**config.mk**
```make
export PLATFORM = sky130hd
export DESIGN_NAME = fx_chan_sched
export DESIGN_NICKNAME = d
export VERILOG_FILES = /design/src/rtl/fx_pkg.sv /design/src/rtl/fx_watchdog.sv /design/src/rtl/fx_chan_sched.sv
export SDC_FILE = /design/constraint.sdc
export NUM_CORES = 1
export LEC_CHECK = 0
export BUFFER_PORTS_ARGS = -buffer_cell sky130_fd_sc_hd__buf_2
export CAP_MARGIN = 20
export CORE_MARGIN = 2
export CORE_UTILIZATION = 35
export CTS_CLUSTER_SIZE = 20
export DETAILED_ROUTE_END_ITERATION = 6
export GPL_ROUTABILITY_DRIVEN = 0
export PLACE_DENSITY_LB_ADDON = 0.08
export SLEW_MARGIN = 20
export SYNTH_ARGS = -nofsm -noshare
export SYNTH_HDL_FRONTEND = slang
export SYNTH_SLANG_ARGS = --single-unit
```
**constraint.sdc**
```tcl
create_clock -name clk -period 2.8 [get_ports clk]
set_clock_uncertainty 0.05 [all_clocks]
set_input_delay 0.28 -clock clk [delete_from_list [all_inputs] [get_ports clk]]
set_output_delay 0.28 -clock clk [all_outputs]
set_load 0.02 [all_outputs]
```
**src/rtl/fx_pkg.sv**
```systemverilog
// Shared types and defaults for the stereo effect-core channel scheduler.
package fx_pkg;

    typedef enum logic [1:0] {
        IDLE  = 2'd0,
        REQ_L = 2'd1,
        REQ_R = 2'd2
    } fx_state_e;

    typedef enum logic {
        CH_L = 1'b0,
        CH_R = 1'b1
    } fx_chan_e;

    localparam int FX_DATA_W = 16;

endpackage

```
**src/rtl/fx_watchdog.sv**
```systemverilog
// Request watchdog: counts cycles without ack since the last start and flags
// expiry when the count reaches TIMEOUT. Built only with FX_WATCHDOG_EN.
module fx_watchdog #(
    parameter int TIMEOUT = 255
) (
    input  logic clk,
    input  logic rst_n,
    input  logic start,
    input  logic ack,
    output logic expired
);

    localparam int CNT_W = (TIMEOUT > 1) ? $clog2(TIMEOUT + 1) : 1;
    localparam logic [CNT_W-1:0] CNT_MAX = CNT_W'(TIMEOUT);

    logic [CNT_W-1:0] cnt_q;
    logic [CNT_W-1:0] cnt_d;

    // Next count: restart on entry, hold on ack, saturate at the limit.
    always_comb begin
        cnt_d = cnt_q;
        if (start) begin
            cnt_d = {CNT_W{1'b0}};
        end else if (!ack && (cnt_q != CNT_MAX)) begin
            cnt_d = cnt_q + CNT_W'(1);
        end else begin
            cnt_d = cnt_q;
        end
    end

    // Counter register.
    always_ff @(posedge clk or negedge rst_n) begin
        if (!rst_n) begin
            cnt_q <= {CNT_W{1'b0}};
        end else begin
            cnt_q <= cnt_d;
        end
    end

    assign expired = (cnt_q == CNT_MAX);

endmodule

```
**src/rtl/fx_chan_sched.sv**
```systemverilog
// Sequences one shared effect core over the left then right channel of each
// captured stereo pair. Optional request watchdog: define FX_WATCHDOG_EN.
module fx_chan_sched
    import fx_pkg::*;
#(
    parameter int DATA_W  = FX_DATA_W,
    parameter int TIMEOUT = 255
) (
    input  logic              clk,
    input  logic              rst_n,
    input  logic              VALID,
    input  logic [DATA_W-1:0] left_in,
    input  logic [DATA_W-1:0] right_in,
    input  logic              bypass,
    input  logic              clr_err,
    output logic              core_req,
    output logic              core_chan,
    output logic [DATA_W-1:0] core_din,
    input  logic              core_ack,
    input  logic [DATA_W-1:0] core_dout,
    output logic [DATA_W-1:0] left_out,
    output logic [DATA_W-1:0] right_out,
    output logic              out_valid,
    output logic              overrun,
    output logic              timeout_err
);

    fx_state_e         state_q, state_d;
    logic [DATA_W-1:0] cap_l_q, cap_l_d;
    logic [DATA_W-1:0] cap_r_q, cap_r_d;
    logic [DATA_W-1:0] res_l_q, res_l_d;
    logic [DATA_W-1:0] left_out_q, left_out_d;
    logic [DATA_W-1:0] right_out_q, right_out_d;
    logic [DATA_W-1:0] core_din_q, core_din_d;
    fx_chan_e          core_chan_q, core_chan_d;
    logic              core_req_q, core_req_d;
    logic              out_valid_q, out_valid_d;
    logic              overrun_q, overrun_d;
    logic              timeout_err_q, timeout_err_d;
    logic              ovr_evt_s;
    logic              to_evt_s;
    logic              wd_expired_s;

`ifdef FX_WATCHDOG_EN
    logic wd_start_s;

    // Any transition into a request state restarts the wait count.
    assign wd_start_s = (state_d != state_q) && (state_d != IDLE);

    fx_watchdog #(
        .TIMEOUT (TIMEOUT)
    ) u_watchdog (
        .clk     (clk),
        .rst_n   (rst_n),
        .start   (wd_start_s),
        .ack     (core_ack),
        .expired (wd_expired_s)
    );
`else
    assign wd_expired_s = 1'b0;
`endif

    // Next-state, capture and output-register logic; request outputs are
    // computed from the next state so they are registered yet aligned with it.
    always_comb begin
        state_d     = state_q;
        cap_l_d     = cap_l_q;
        cap_r_d     = cap_r_q;
        res_l_d     = res_l_q;
        left_out_d  = left_out_q;
        right_out_d = right_out_q;
        core_din_d  = core_din_q;
        core_chan_d = CH_L;
        core_req_d  = 1'b0;
        out_valid_d = 1'b0;
        ovr_evt_s   = 1'b0;
        to_evt_s    = 1'b0;

        case (state_q)
            IDLE: begin
                if (VALID) begin
                    cap_l_d = left_in;
                    cap_r_d = right_in;
                    if (bypass) begin
                        left_out_d  = left_in;
                        right_out_d = right_in;
                        out_valid_d = 1'b1;
                    end else begin
                        state_d     = REQ_L;
                        core_req_d  = 1'b1;
                        core_chan_d = CH_L;
                        core_din_d  = left_in;
                    end
                end else begin
                    state_d = IDLE;
                end
            end
            REQ_L: begin
                ovr_evt_s   = VALID;
                core_req_d  = 1'b1;
                core_chan_d = CH_L;
                core_din_d  = cap_l_q;
                // A real ack beats a same-cycle watchdog expiry.
                if (core_ack || wd_expired_s) begin
                    res_l_d     = core_ack ? core_dout : cap_l_q;
                    to_evt_s    = !core_ack;
                    state_d     = REQ_R;
                    core_chan_d = CH_R;
                    core_din_d  = cap_r_q;
                end else begin
                    state_d = REQ_L;
                end
            end
            REQ_R: begin
                ovr_evt_s   = VALID;
                core_req_d  = 1'b1;
                core_chan_d = CH_R;
                core_din_d  = cap_r_q;
                if (core_ack || wd_expired_s) begin
                    left_out_d  = res_l_q;
                    right_out_d = core_ack ? core_dout : cap_r_q;
                    to_evt_s    = !core_ack;
                    out_valid_d = 1'b1;
                    state_d     = IDLE;
                    core_req_d  = 1'b0;
                    core_chan_d = CH_L;
                end else begin
                    state_d = REQ_R;
                end
            end
            default: begin
                state_d = IDLE;
            end
        endcase

        // Sticky flags: a new error event wins over a same-cycle clear.
        if (ovr_evt_s) begin
            overrun_d = 1'b1;
        end else if (clr_err) begin
            overrun_d = 1'b0;
        end else begin
            overrun_d = overrun_q;
        end

        if (to_evt_s) begin
            timeout_err_d = 1'b1;
        end else if (clr_err) begin
            timeout_err_d = 1'b0;
        end else begin
            timeout_err_d = timeout_err_q;
        end
    end

    // State and datapath registers.
    always_ff @(posedge clk or negedge rst_n) begin
        if (!rst_n) begin
            state_q       <= IDLE;
            cap_l_q       <= {DATA_W{1'b0}};
            cap_r_q       <= {DATA_W{1'b0}};
            res_l_q       <= {DATA_W{1'b0}};
            left_out_q    <= {DATA_W{1'b0}};
            right_out_q   <= {DATA_W{1'b0}};
            core_din_q    <= {DATA_W{1'b0}};
            core_chan_q   <= CH_L;
            core_req_q    <= 1'b0;
            out_valid_q   <= 1'b0;
            overrun_q     <= 1'b0;
            timeout_err_q <= 1'b0;
        end else begin
            state_q       <= state_d;
            cap_l_q       <= cap_l_d;
            cap_r_q       <= cap_r_d;
            res_l_q       <= res_l_d;
            left_out_q    <= left_out_d;
            right_out_q   <= right_out_d;
            core_din_q    <= core_din_d;
            core_chan_q   <= core_chan_d;
            core_req_q    <= core_req_d;
            out_valid_q   <= out_valid_d;
            overrun_q     <= overrun_d;
            timeout_err_q <= timeout_err_d;
        end
    end

    assign core_req    = core_req_q;
    assign core_chan   = core_chan_q;
    assign core_din    = core_din_q;
    assign left_out    = left_out_q;
    assign right_out   = right_out_q;
    assign out_valid   = out_valid_q;
    assign overrun     = overrun_q;
    assign timeout_err = timeout_err_q;

endmodule

```
Yosys cells after proc, flatten, opt, wreduce, memory -nomap -nowiden
Index checks and enable logic that the tools add are counted.
{ "word_totals": {"ff_bits": 103, "word_cells": 62, "output_inout_bits": 53} }
{ "op_classes": {"n_mux": 32, "n_reduce_logical": 11, "n_eq_ne": 7} }
{ "op_table": {"columns": ["cell", "n"], "rows": [
  ["$mux W16", 9],
  ["$pmux W16 S2", 2],
  ["$pmux W16 S3", 1],
  ["$mux W1", 12],
  ["$mux W2", 4],
  ["$ne A2 B2 Y1 const B", 4],
  ["$pmux W2 S3", 1],
  ["$reduce_bool A2 Y1", 3],
  ["$pmux W1 S2", 2],
  ["$reduce_and A2 Y1", 2],
  ["$reduce_and A4 Y1", 1],
  ["$ne A3 B3 Y1 const B", 1],
  ["$pmux W1 S3", 1],
  ["$reduce_and A3 Y1", 1],
  ["$reduce_bool A3 Y1", 1],
  ["$eq A2 B1 Y1 const B", 1],
  ["$eq A2 B2 Y1 const B", 1],
  ["$logic_not A2 Y1", 1],
  ["$reduce_or A2 Y1", 1],
  ["$logic_not A1 Y1", 1]
]} }

Logic depth before layout (Yosys ltp)
{ "depth": {"word_depth": 4, "depth_mapped": 7, "mapped_depth_nobuf": 5} }

Worst setup path before layout
No wires, ideal clock.
{ "synth_path": {"path_kind": "reg2reg", "startpoint": "register state_q[0]", "endpoint": "register left_out_q[10], in the netlist left_out[10]", "setup_slack_ns": 0.860, "arrival_ns": 1.765, "period_less_slack_ns": 1.940, "required_ns": 2.625, "path_stages_with_launch": 7, "setup_ns": 0.125, "cell_sequence": "dfrtp_1 > inv_1 > ha_1 > buf_2 > buf_4 > mux2_2 > mux2_2"} }
{ "synth_via": {"elab_chain_cells": 3} }
{ "synth_lines": {"columns": ["item", "line_no", "rtl"], "rows": [
  ["start, declared", "fx_chan_sched.sv:28", "fx_state_e state_q, state_d;"],
  ["start signal, assigned", "fx_chan_sched.sv:170", "state_q <= state_d;"],
  ["$eq A2 B2 Y1 / $logic_not A2 Y1 (equally long branches)", "fx_chan_sched.sv:79", "case (state_q)"],
  ["$ne A2 B2 Y1 (no line) / $reduce_bool A2 Y1 (equally long branches)", null, null],
  ["$reduce_and A4 Y1 (no line)", null, null],
  ["end signal, assigned", "fx_chan_sched.sv:161", "left_out_q <= {DATA_W{1'b0}};"],
  ["end signal, assigned", "fx_chan_sched.sv:174", "left_out_q <= left_out_d;"],
  ["end, declared", "fx_chan_sched.sv:32", "logic [DATA_W-1:0] left_out_q, left_out_d;"]
]} }
Parallel ways exist; a longest one is shown, timed or not.
A chain may end at the register's enable or synchronous reset.

Worst setup path after layout
{ "layout_path": {"startpoint": "register state_q[0]", "endpoint": "register right_out_q[3], in the netlist right_out[3]"} }
{ "layout_via": {"elab_chain_cells": 3} }
{ "layout_lines": {"columns": ["item", "line_no", "rtl"], "rows": [
  ["$eq A2 B2 Y1 / $logic_not A2 Y1 (equally long branches)", "fx_chan_sched.sv:79", null],
  ["$ne A2 B2 Y1 (no line) / $reduce_bool A2 Y1 (equally long branches)", null, null],
  ["$reduce_and A4 Y1 (no line)", null, null],
  ["end signal, assigned", "fx_chan_sched.sv:162", "right_out_q <= {DATA_W{1'b0}};"],
  ["end signal, assigned", "fx_chan_sched.sv:175", "right_out_q <= right_out_d;"],
  ["end, declared", "fx_chan_sched.sv:33", "logic [DATA_W-1:0] right_out_q, right_out_d;"]
]} }
Parallel ways exist; a longest one is shown, timed or not.

==> key figures <==
Run status
  – Status: complete, no violations

Synthesis
  – Yosys warnings: 0
  – Avg Cell Area, Syn: 13.48 um2
  – Yosys top cell by area: dfrtp_1
  – Post-synth top flop: dfrtp_1
  – Mapped Area: 4840 um2
  – EDFF count, synth: 0
  – Synth unique cells: 26
  – Post-synthesis cell count: 359
  – Net count after synthesis: 420
  – Share of the synthesized area in the top cell type: 52.74%
  – Most common cell in the netlist: mux2_2
  – Synth top cells by count: mux2_2, dfrtp_1, inv_1, a221oi_1
  – Synth top area cells: dfrtp_1, mux2_2, a221oi_1
  – Register area share after synthesis: a little over half
  – Async S/R FF share, synth: 100.0%
  – Synth Register Bits: approximately 100

Clocking
  – CTS buffer count: 9
  – Clock sinks: between 100 and 150
  – Root Buffer: clkbuf_16
  – CTS tree: built
  – Worst-skew pair later-pin latency: around 0.35 ns
  – Cts repair resizes: 0
  – Worst-path clk slew: 0.07 ns
  – Number of H-tree levels: 3
  – Clock Tree Buf Depth: 2

GRT
  – Pin count of the biggest net entering global routing: 44
  – Global route overflow: 0
  – Initial antenna violation count: 0
  – Gr usage total: a little under a fifth
  – Vias in the first global route: 3494
  – Global-route wire length before repair: slightly above 20000 um

STA
  – Setup Viol. Count Final: 0
  – Min cycle time layout: 2.347 ns
  – Setup TNS: 0 ns
  – Final count of pins violating max slew: 0
  – Peak Freq: 0.4260 GHz
  – Final worst slack: between 0.4 and 0.5 ns
  – Headroom to the max-slew limit: between 50% and 60%
  – Final hold violations: 0
  – Slew @ Worst Pin: between 0.6 and 0.7 ns
  – Final worst-path cycle share: between 80 and 90%
  – RSZ-0062 raised after global routing: no
  – Fin Hold WS: 0.08712 ns

Die
  – Die area: around 15000 um2
  – Site row count: 42
  – Ports: 107
  – Core area: 13350 um2
  – Die height: between 100 and 150 um
  – Initial Utilization: 36.26%
  – Die W: roughly 120 um

Worst setup path
  – WP data arrival: roughly 2.5 ns
  – Setup CP Type: reg -> reg
  – Crit-path max cell delay: between 0.5 and 0.6 ns
  – Critical-path top delay cell: ha_1
  – CP required: roughly 3.0 ns
  – CP startpoint kind: register
  – Crit. End Element: register
  – Crit path cell chain: inv_1 -> ha_1 -> nor2_1 -> a221oi_4 -> buf_12 -> mux2_2
  – Max FO, Critical Path: 32
  – Worst R2R Path Depth: 6
  – Setup slack, reg-to-reg: ~0.45 ns

Place
  – Hpwl dp: 8873 um
  – Placement Cell Area: between 5000 and 6000 um2
  – Post-Place Setup Slack: around 0.44 ns
  – Port bufs: 105
  – Placed cells: between 600 and 700

Job
  – Max-Cap Viols: 0

Route
  – Iteration-0 DRC Markers: about 170
  – Drt pass-1 iters: 4
  – Final ANT Viol Nets: 0
  – DR WL/cell: between 15 and 20 um
  – Via/cell ratio: approximately 5.1
  – Routed wire length: approximately 13000 um
  – Vias: 3312
  – # DRC: 0

Final layout
  – Non-Filler Instances: roughly 650
  – # diodes: 0
  – Area grow syn2layout: 22.18%
  – Design area: 5913 um2
  – Final nets: roughly 530
  – Layout cells sized above 1: a little under three fifths

Power
  – Power Density: 1273 nW/um2
  – Leak Pwr: 2.666 nW
  – Worst vdd ir: 0.4927 mV

Min path
  – Hold Path Class: in -> reg
  – Hold path depth: 2
-- cell usage in the layout (no fill, tap or decap), types with 3 or more instances in the layout --
cell / count
a221oi_1: 17
buf_2: 104
buf_4: 16
clkbuf_16: 9
clkinv_1: 3
dfrtp_1: 102
ha_1: 7
inv_1: 19
mux2_1: 4
mux2_2: 124
nand2_1: 5
nor2_1: 5
o21ai_0: 3
o221ai_1: 16
o22ai_1: 16
-- stage by stage --
step                      utilization (%)  power, W
after global routing                44.30  0.008070
after floorplan                         -  0.005168
after CTS                           44.30  0.007618
after detailed placement            41.79  0.006219
after global placement              41.79  0.006149
final                               44.30  0.007530
-- logic make-up (layout without fill, tap and decap cells) --
group / Yosys count / count (layout) / synth area share, %
simple gates: 13 / 13 / 1.112
mux: 129 / 129 / 29.99
other cells: 1 / 1 / 0.07749
fa+ha+maj: 7 / 7 / 1.810
compound gates: 58 / 58 / 9.540
buf+inv: 49 / 161 / 4.731
flops: 102 / 102 / 52.74
-- final cells by class --
cell class | count | area, um2
Sequential cell | 102 | 2552
Timing Repair Buffer | 122 | 670.6
Inverter | 23 | 86.33
Multi-Input combinational cell | 208 | 2058
Clock buffer | 11 | 242.7
Tap cell | 176 | 220.2
Fill cell | 1303 | 7435
Clock inverter | 5 | 82.58
-- power breakdown --
part           leakage (nW)  switching (W)  internal, W
Sequential             1.22       0.000429      0.00224
Clock                 0.160       0.000564     0.000810
Combinational          1.29        0.00182      0.00166
-- what timing repair did --
action | CTS | global route
buffers inserted | 0 | 0
hold buffers | 1 | 0
hold endpoints to repair | 40 | 0
-- sequential cells by signal, summed over array words and instances, names as in the netlist --
| signal | cells |
|---|---|
| core_req | 1 |
| core_din | 16 |
| out_valid | 1 |
| res_l_q | 16 |
| state_q | 2 |
| core_chan | 1 |
| left_out | 16 |
| right_out | 16 |
| cap_l_q | 16 |
| cap_r_q | 16 |
| overrun | 1 |
-- metal layers --
| layer | share of wire (%) | routed length, um | vias to the layer above | global-route usage (%) |
|---|---|---|---|---|
| li1 | - | - | 1539 | - |
| met1 | 52 | 6590 | 1674 | 28.73 |
| met2 | 43 | 5410 | 89 | 25.91 |
| met3 | 4.6 | 581 | 10 | 3.043 |
| met4 | 1.1 | 134 | 0 | 6.466 |
| met5 | 0 | 0 | - | 0 |
-- worst max-delay path: cells and delay by family (launching register included) --
kind	cells	cell delay (ns)
AO/OA/AOI/OAI	1	0.25
adder cells (fa/ha/maj)	1	0.56
buffers and inverters	2	0.41
flip-flops	1	0.43
multiplexers	1	0.36
AND/OR/NAND/NOR	1	0.16
-- final timing paths --
check / start / end
worst max-delay path: state_q[0]$_DFFE_PN0P_ / right_out[3]$_DFFE_PN0P_
worst min-delay path: clr_err / overrun$_DFFE_PN0P_
worst max register to register: state_q[0]$_DFFE_PN0P_ / right_out[3]$_DFFE_PN0P_
worst min register to register: right_out[4]$_DFFE_PN0P_ / right_out[4]$_DFFE_PN0P_
max in group asynchronous: rst_n / state_q[1]$_DFFE_PN0P_
min in group asynchronous: rst_n / cap_r_q[15]$_DFFE_PN0P_
Power figures use the tool's default switching activity.
